File: src/rtl/cpu.sv
// cpu: 16-bit accumulator CPU with two-cycle fetch/execute over separate program and data spaces
module cpu (
  input  logic        clk,
  input  logic        rst_pc,
  input  logic        rst_acc,
  input  logic [15:0] data_in,
  output logic [15:0] data_out,
  output logic [9:0]  addr,
  output logic        wr,
  output logic        addr_mode,
  output logic [15:0] alu_out
);
  typedef enum logic [1:0] {FETCH, EXECUTE, HALT} state_t;
  state_t      state, state_nxt;
  logic [9:0]  pc, pc_nxt, k;
  logic [13:0] ir;
  logic [3:0]  op;
  logic [15:0] acc, acc_nxt;
  logic        c, c_nxt, jump, alu_op;
  assign op       = ir[13:10];
  assign k        = ir[9:0];
  assign data_out = acc;
  // bus decode and sequencing: driven from registered state and IR only, so the bus stays glitch-free
  always_comb begin
    addr_mode = state == EXECUTE;
    addr      = addr_mode ? k : pc;
    wr        = addr_mode && op == 4'h2;
    jump      = op == 4'hB || (op == 4'hC && acc == 16'h0) || (op == 4'hD && acc[15]);
    state_nxt = state == FETCH ? EXECUTE : (state == EXECUTE && op != 4'hF) ? FETCH : HALT;
    pc_nxt    = state == FETCH ? pc + 10'd1 : (addr_mode && jump) ? k : pc;
    alu_op    = (op >= 4'h3 && op <= 4'hA) || op == 4'hE;
  end
  // accumulator datapath; carry rides in the 17th bit of the add/sub/shift results
  always_comb begin
    {c_nxt, acc_nxt} = {c, acc};
    case (op)
      4'h1:    acc_nxt = data_in;
      4'h3:    {c_nxt, acc_nxt} = {1'b0, acc} + {1'b0, data_in};
      4'h4:    {c_nxt, acc_nxt} = {1'b0, acc} - {1'b0, data_in};
      4'h5:    acc_nxt = acc & data_in;
      4'h6:    acc_nxt = acc | data_in;
      4'h7:    acc_nxt = acc ^ data_in;
      4'h8:    acc_nxt = ~acc;
      4'h9:    {c_nxt, acc_nxt} = {acc, 1'b0};
      4'hA:    {acc_nxt, c_nxt} = {1'b0, acc};
      4'hE:    acc_nxt = {6'b0, k};
      default: ;
    endcase
  end
  // control registers: PC, IR and state, cleared by rst_pc; reserved IR bits are not stored
  always_ff @(posedge clk or posedge rst_pc) begin
    if (rst_pc) begin
      state <= FETCH;
      pc    <= '0;
      ir    <= '0;
    end else begin
      state <= state_nxt;
      pc    <= pc_nxt;
      if (state == FETCH) ir <= {data_in[15:12], data_in[9:0]};
    end
  end
  // data registers: ACC, carry and alu_out, cleared by rst_acc, updated only in EXECUTE
  always_ff @(posedge clk or posedge rst_acc) begin
    if (rst_acc) begin
      acc     <= '0;
      c       <= 1'b0;
      alu_out <= '0;
    end else if (state == EXECUTE) begin
      acc <= acc_nxt;
      c   <= c_nxt;
      if (alu_op) alu_out <= acc_nxt;
    end
  end
endmodule

File: config.mk
export PLATFORM = sky130hd
export DESIGN_NAME = cpu
export DESIGN_NICKNAME = d
export VERILOG_FILES = /design/src/rtl/cpu.sv
export SDC_FILE = /design/constraint.sdc
export NUM_CORES = 1
export LEC_CHECK = 0
export BUFFER_PORTS_ARGS = -buffer_cell sky130_fd_sc_hd__buf_2
export CAP_MARGIN = 20
export CORE_ASPECT_RATIO = 1.1
export CORE_MARGIN = 1.5
export CORE_UTILIZATION = 45
export CTS_CLUSTER_SIZE = 16
export DETAILED_ROUTE_END_ITERATION = 6
export HOLD_SLACK_MARGIN = 0.02
export SLEW_MARGIN = 20
export SYNTH_ARGS = -nofsm -noshare
export SYNTH_HDL_FRONTEND = slang
export SYNTH_SLANG_ARGS = --single-unit
export TNS_END_PERCENT = 5
File: constraint.sdc
create_clock -name clk -period 4.7 [get_ports clk]
set_clock_uncertainty 0.05 [all_clocks]
set_input_delay 0.235 -clock clk [delete_from_list [all_inputs] [get_ports clk]]
set_output_delay 0.235 -clock clk [all_outputs]
set_load 0.02 [all_outputs]
==> results of run 1 <==
==> routing by layer <==
metal | global-route usage | vias up | wire length [um]
met5 | 0 | - | 8
met4 | 0.243 | 2 | 1630
met3 | 0.0640 | 97 | 1490
met2 | 0.553 | 285 | 10200
met1 | 0.402 | 2782 | 8070
li1 | - | 2671 | -
==> flip-flops by register name, summed over array words and instances, names as in the netlist <==
name      flops
alu_out      16
data_out     16
ir           14
pc           10
state         2
==> power by group <==
part	switching (W)	internal (W)
clock network	0.000242	0.000368
logic	0.00250	0.00142
registers	0.000416	0.000755
total	0.00316	0.00254
==> how the worst max path moves through the flow <==
| stage | endpoint | cells past startpoint |
|---|---|---|
| 2_1_floorplan | data_out[7] | 14 |
| 3_3_place_gp | data_out[15] | 14 |
| 3_5_place_dp | alu_out[15] | 14 |
| 4_1_cts | data_out[7] | 12 |
| 5_1_grt | data_out[15] | 13 |
| 6_report | data_out[9] | 12 |
==> logic make-up (layout without fill, tap and decap cells) <==
| kind of cell | count (synthesis) | count (layout) | synth area share |
|---|---|---|---|
| buf+inv | 89 | 148 | 0.0642 |
| fa+ha+maj | 50 | 50 | 0.116 |
| flops | 58 | 58 | 0.265 |
| xor+xnor | 23 | 23 | 0.0368 |
| mux | 20 | 20 | 0.0409 |
| simple gates | 229 | 229 | 0.189 |
| compound gates | 238 | 238 | 0.288 |
==> Yosys cell counts (12+ instances only) <==
cell type and count:
nand2_1 97, nor2_1 60, o21ai_0 59, dfrtp_1 58, a21oi_1 56, ha_1 49, inv_1 45, clkbuf_1 23
o22ai_1 20, xnor2_1 20, mux2_2 15, nand3_1 15, buf_2 14, a31oi_1 12, and3_1 12, nor3_1 12
==> critical path, cell delays in order, from the launching register on <==
cell	delay [ns]
dfrtp_1	0.58
nand2_1	0.32
nor3_1	0.22
buf_4	0.19
a31oi_1	0.06
xnor2_1	0.17
ha_1	0.40
nor3_1	0.10
or3b_1	0.39
a32oi_2	0.36
xor2_1	0.12
a21oi_1	0.47
a21oi_1	0.14
==> timing repair <==
| action | CTS | global route |
|---|---|---|
| hold buffers | 2 | 0 |
| setup buffers | 0 | 0 |
| endpoints found under the hold margin | 58 | 0 |
==> through the flow <==
| step | std cells | utilization | total power (W) | instance area (sq um) |
|---|---|---|---|---|
| 4_1_cts | 920 | 0.524 | 0.00562 | 6250 |
| 3_3_place_gp | 902 | 0.500 | 0.00493 | 5960 |
| 6_report | 920 | 0.525 | 0.00570 | 6260 |
| 3_5_place_dp | 902 | 0.500 | 0.00499 | 5960 |
| 5_1_grt | 920 | 0.525 | 0.00608 | 6260 |
| 2_1_floorplan | 707 | - | 0.00372 | 5480 |
==> layout make-up <==
type | instances | area (sq um)
Clock inverter | 5 | 30.0
Sequential cell | 58 | 1450
Fill cell | 1171 | 5670
Inverter | 48 | 180
Multi-Input combinational cell | 560 | 3680
Clock buffer | 11 | 243
Timing Repair Buffer | 84 | 480
Tap cell | 154 | 193
==> metrics.txt, run 1 <==
status=finished clean; reg2reg setup slack=0.97 ns; max-cap check violation count=0; most used cells in the layout excluding fill and tap cells=97 x nand2_1, 62 x buf_2, 59 x o21ai_0, 59 x nor2_1, 58 x dfrtp_1; total leakage power=2.80 nW; count of cells resized by post-cts repair=0; Wirelength per Cell=23.3 um; first-pass GRT wire length=32.7 mm; crit path capture type=register; Least-Margin Pin Slew=0.896 ns; clock latency on the worst-skew pair=0.34 ns; number of max-slew violations in the final report=0; antenna violations before repair=1; class of the worst hold path=in -> reg; shortest clock period the worst path allows after layout=3.73 ns; Detailed Route Iter0 Violations=572; number of warnings printed during yosys synthesis=0; Setup WS post-layout=0.971 ns; CP Max Fanout=12; DIE HEIGHT=119 um; horizontal extent of the die=108 um; number of cells traversed by the worst register-to-register path=12; ranking of synthesized cells by area=dfrtp_1 27%, ha_1 11%, nand2_1 6.6%; global-route total usage across every layer=0.342; Synth async-reset ratio=1.00; number of global-route vias before repair=5,667; fraction of final layout cells with drive strength greater than 1=0.166; area growth from synthesis to layout=14.3%; maximum clock rate=268 MHz; Num CTS Buffers=9; routability congestion estimate=0.977; cell type contributing the most total cell area after synthesis=dfrtp_1; setup total negative slack=0 ns; area fraction of the dominant cell type after synthesis=0.265; Port Buffers=62; number of H-tree levels=3; maximum vdd drop=0.000387 V; reg-to-reg critical path endpoint=data_out[9]; Top FF cell, synth=dfrtp_1; # IOs=63; period utilization=0.793; antenna-violating nets left=0; EDFF count, synth=0; most common library cell in the layout ignoring fill and taps=nand2_1; final hold violations=0; Overflow after GRT=0; clock sink total=58; Cell variety after synth=68; estimated wirelength of the detail-placed design=15.5 mm; DR vias=5,837; total inserted antenna cells=0; worst hold path stage count=3; synthesis-stage register bit count=58; clk slew on worst S/H paths=0.06 ns; fraction of the yosys area taken by sequential cells=0.265; number of nets in the layout=830; floorplan die area=12,800 sq um; Worst Setup Start Kind=register; initial standard-cell utilization of the core=0.459; Hold Path End=ir[1]; Via density=6.34; Post-Route Hold Slack=0.137 ns; worst setup slack before clock tree synthesis=0.987 ns; number of setup violations in the final report=0; hold_sp=data_in[1]; CP Data Arrival Time=3.87 ns; WS Path Type=reg -> reg; power density normalized to cell area=910 nW/um^2; root buf cell=clkbuf_16; RR Startpoint=ir[12]; Synth Instances=707; residual DRC count=0; net count after synthesis=776; largest buffer count on any clock path=2; final wirelength=21.4 mm; clock tree from TritonCTS=yes; Slew HR=0.401; average footprint of a synthesized cell=7.74 sq um; unrepaired setup endpoints after global routing=no; worst path required time=4.84 ns; cell area after synthesis=5480 sq um; maximum number of pins on one net before global-route repair=51; area of the core region=11,900 sq um; cell row count=42; DR pass1 iterations=5; CP startpoint=ir[12]
Power figures use the tool's default switching activity.
==> inputs of run 2 (changes only) <==
==> constraint.sdc (replaced) <==
create_clock -name clk -period 3.66 [get_ports clk]
set_clock_uncertainty 0.05 [all_clocks]
set_input_delay 0.183 -clock clk [delete_from_list [all_inputs] [get_ports clk]]
set_output_delay 0.183 -clock clk [all_outputs]
set_load 0.02 [all_outputs]
==> metrics.txt, run 2 (synthesis results as in run 1) <==
residual DRC count=0 (unchanged); Post-Route Hold Slack=0.0767 ns (-0.0604 ns); # IOs=63 (unchanged); global-route total usage across every layer=0.349 (+0.00683); final hold violations=0 (unchanged); DIE HEIGHT=119 um (unchanged); clock latency on the worst-skew pair=0.34 ns (about the same); worst hold path stage count=3 (unchanged); shortest clock period the worst path allows after layout=3.40 ns (-0.325 ns); clock sink total=58 (unchanged); DR pass1 iterations=5 (unchanged); hold_sp=data_in[1]; reg2reg setup slack=0.26 ns (-0.72 ns); number of H-tree levels=3 (unchanged); initial standard-cell utilization of the core=0.459 (unchanged); Least-Margin Pin Slew=0.874 ns (-0.0217 ns); antenna-violating nets left=0 (unchanged); instance count after placement with tap cells included=918 (+1.8%); number of max-slew violations in the final report=0 (unchanged); Seq. cell area=1450 sq um (unchanged); crit path capture type=register; RR Startpoint=ir[13]; horizontal extent of the die=108 um (unchanged); power after layout=0.00773 W (+36%); placement-stage cell area=6080 sq um (+2.0%); DR vias=5,959 (+2.1%); Slew HR=0.417 (+0.0151); period utilization=0.930 (+0.137); Via density=6.37 (+0.34%); total inserted antenna cells=0 (unchanged); area growth from synthesis to layout=17.8%; routability congestion estimate=0.989 (+1.2%); number of nets in the layout=846 (+1.9%); Port Buffers=62 (unchanged); Wirelength per Cell=22.9 um (-1.4%); unrepaired setup endpoints after global routing=no; Detailed Route Iter0 Violations=530 (-7.3%); final wirelength=21.5 mm (+0.35%); root buf cell=clkbuf_16; cell row count=42 (unchanged); max-cap check violation count=0 (unchanged); status=finished clean; Num CTS Buffers=9 (unchanged); Post-Layout Cell Count=936 (+1.7%); largest buffer count on any clock path=2 (unchanged); hold_buf cts=2 (unchanged); count of cells resized by post-cts repair=0 (unchanged); reg-to-reg critical path endpoint=data_out[12]; clock tree from TritonCTS=yes; power density normalized to cell area=1200 nW/um^2 (+32%); CP Data Arrival Time=3.54 ns (-0.33 ns); number of setup violations in the final report=0 (unchanged); first-pass GRT wire length=33.5 mm (+2.5%); worst path required time=3.80 ns (-1.04 ns); total leakage power=2.91 nW (+4.1%); setup total negative slack=0 ns (unchanged); setup repair bufs after CTS=0 (unchanged); floorplan die area=12,800 sq um (unchanged); estimated wirelength of the detail-placed design=15.7 mm (+1.5%); fraction of final layout cells with drive strength greater than 1=0.184 (+0.0183); number of global-route vias before repair=5,876 (+3.7%); area of the core region=11,900 sq um (unchanged); maximum vdd drop=0.000490 V (+27%); Overflow after GRT=0 (unchanged); class of the worst hold path=in -> reg; most used cells in the layout excluding fill and tap cells=97 x nand2_1, 62 x buf_2, 59 x o21ai_0, 59 x nor2_1, 58 x dfrtp_1; number of cells traversed by the worst register-to-register path=15 (+3); CP Max Fanout=6 (-6); multi-input combinational cell area=3670 sq um (-0.14%); Hold Path End=ir[1]; most common library cell in the layout ignoring fill and taps=nand2_1; post-route cell area=6450 sq um (+3.1%); Worst Setup Start Kind=register; maximum number of pins on one net before global-route repair=53 (+3.9%); WS Path Type=reg -> reg; clk slew on worst S/H paths=0.06 ns (about the same); maximum clock rate=294 MHz (+9.5%); antenna violations before repair=0 (-1); fill count=1,164 (-0.60%)
[run 2: power by group]
group	switching, W	leakage (nW)	total (W)	internal (W)
combinational	0.00331	2.07	0.00525	0.00193
sequential	0.000482	0.677	0.00145	0.000971
clock	0.000353	0.170	0.00102	0.000671
total	0.00415	2.91	0.00773	0.00358
[run 2: routing by layer]
layer	track usage	share of wire
met5	0	0
met4	0.249	0.077
met3	0.0623	0.071
met2	0.565	0.47
met1	0.410	0.38
[run 2: stage by stage]
| step | worst slack [ns] | utilization |
|---|---|---|
| 2_1_floorplan | 0.175 | - |
| 3_3_place_gp | 0.219 | 0.510 |
| 3_5_place_dp | 0.195 | 0.510 |
| 4_1_cts | 0.312 | 0.541 |
| 5_1_grt | 0.0197 | 0.541 |
| 6_report | 0.256 | 0.541 |
[run 2: worst max-delay path by stage]
stage,from,to,slack (ns),depth (start not counted)
after global placement,data_in[5],data_out[15],0.22,14
after detailed placement,data_in[4],alu_out[15],0.20,14
after floorplan,ir[10],data_out[7],0.18,14
after CTS,ir[13],alu_out[15],0.31,14
after global routing,ir[13],data_out[12],0.02,15
final,ir[13],data_out[12],0.26,15
[run 2: area by class of cell]
class                   count  share of cell area
well taps                 154              0.0299
flip-flops and latches     58               0.225
inverters                  48              0.0279
clock buffers               9              0.0349
repair buffers            100              0.0931
multi-input cells         560               0.570
clock inverters             7              0.0194
[run 2: worst max-delay path, cell delays in order, from the launching register on]
cell      delay, ns
dfrtp_1        0.40
inv_2          0.07
nand2_1        0.07
nor3_1         0.20
buf_4          0.20
nor2_1         0.06
xnor2_1        0.12
ha_1           0.33
nor2b_1        0.18
o21ai_0        0.12
a21boi_0       0.40
o21ai_1        0.31
o2111a_1       0.33
nor3_1         0.20
buf_4          0.16
a21oi_1        0.06
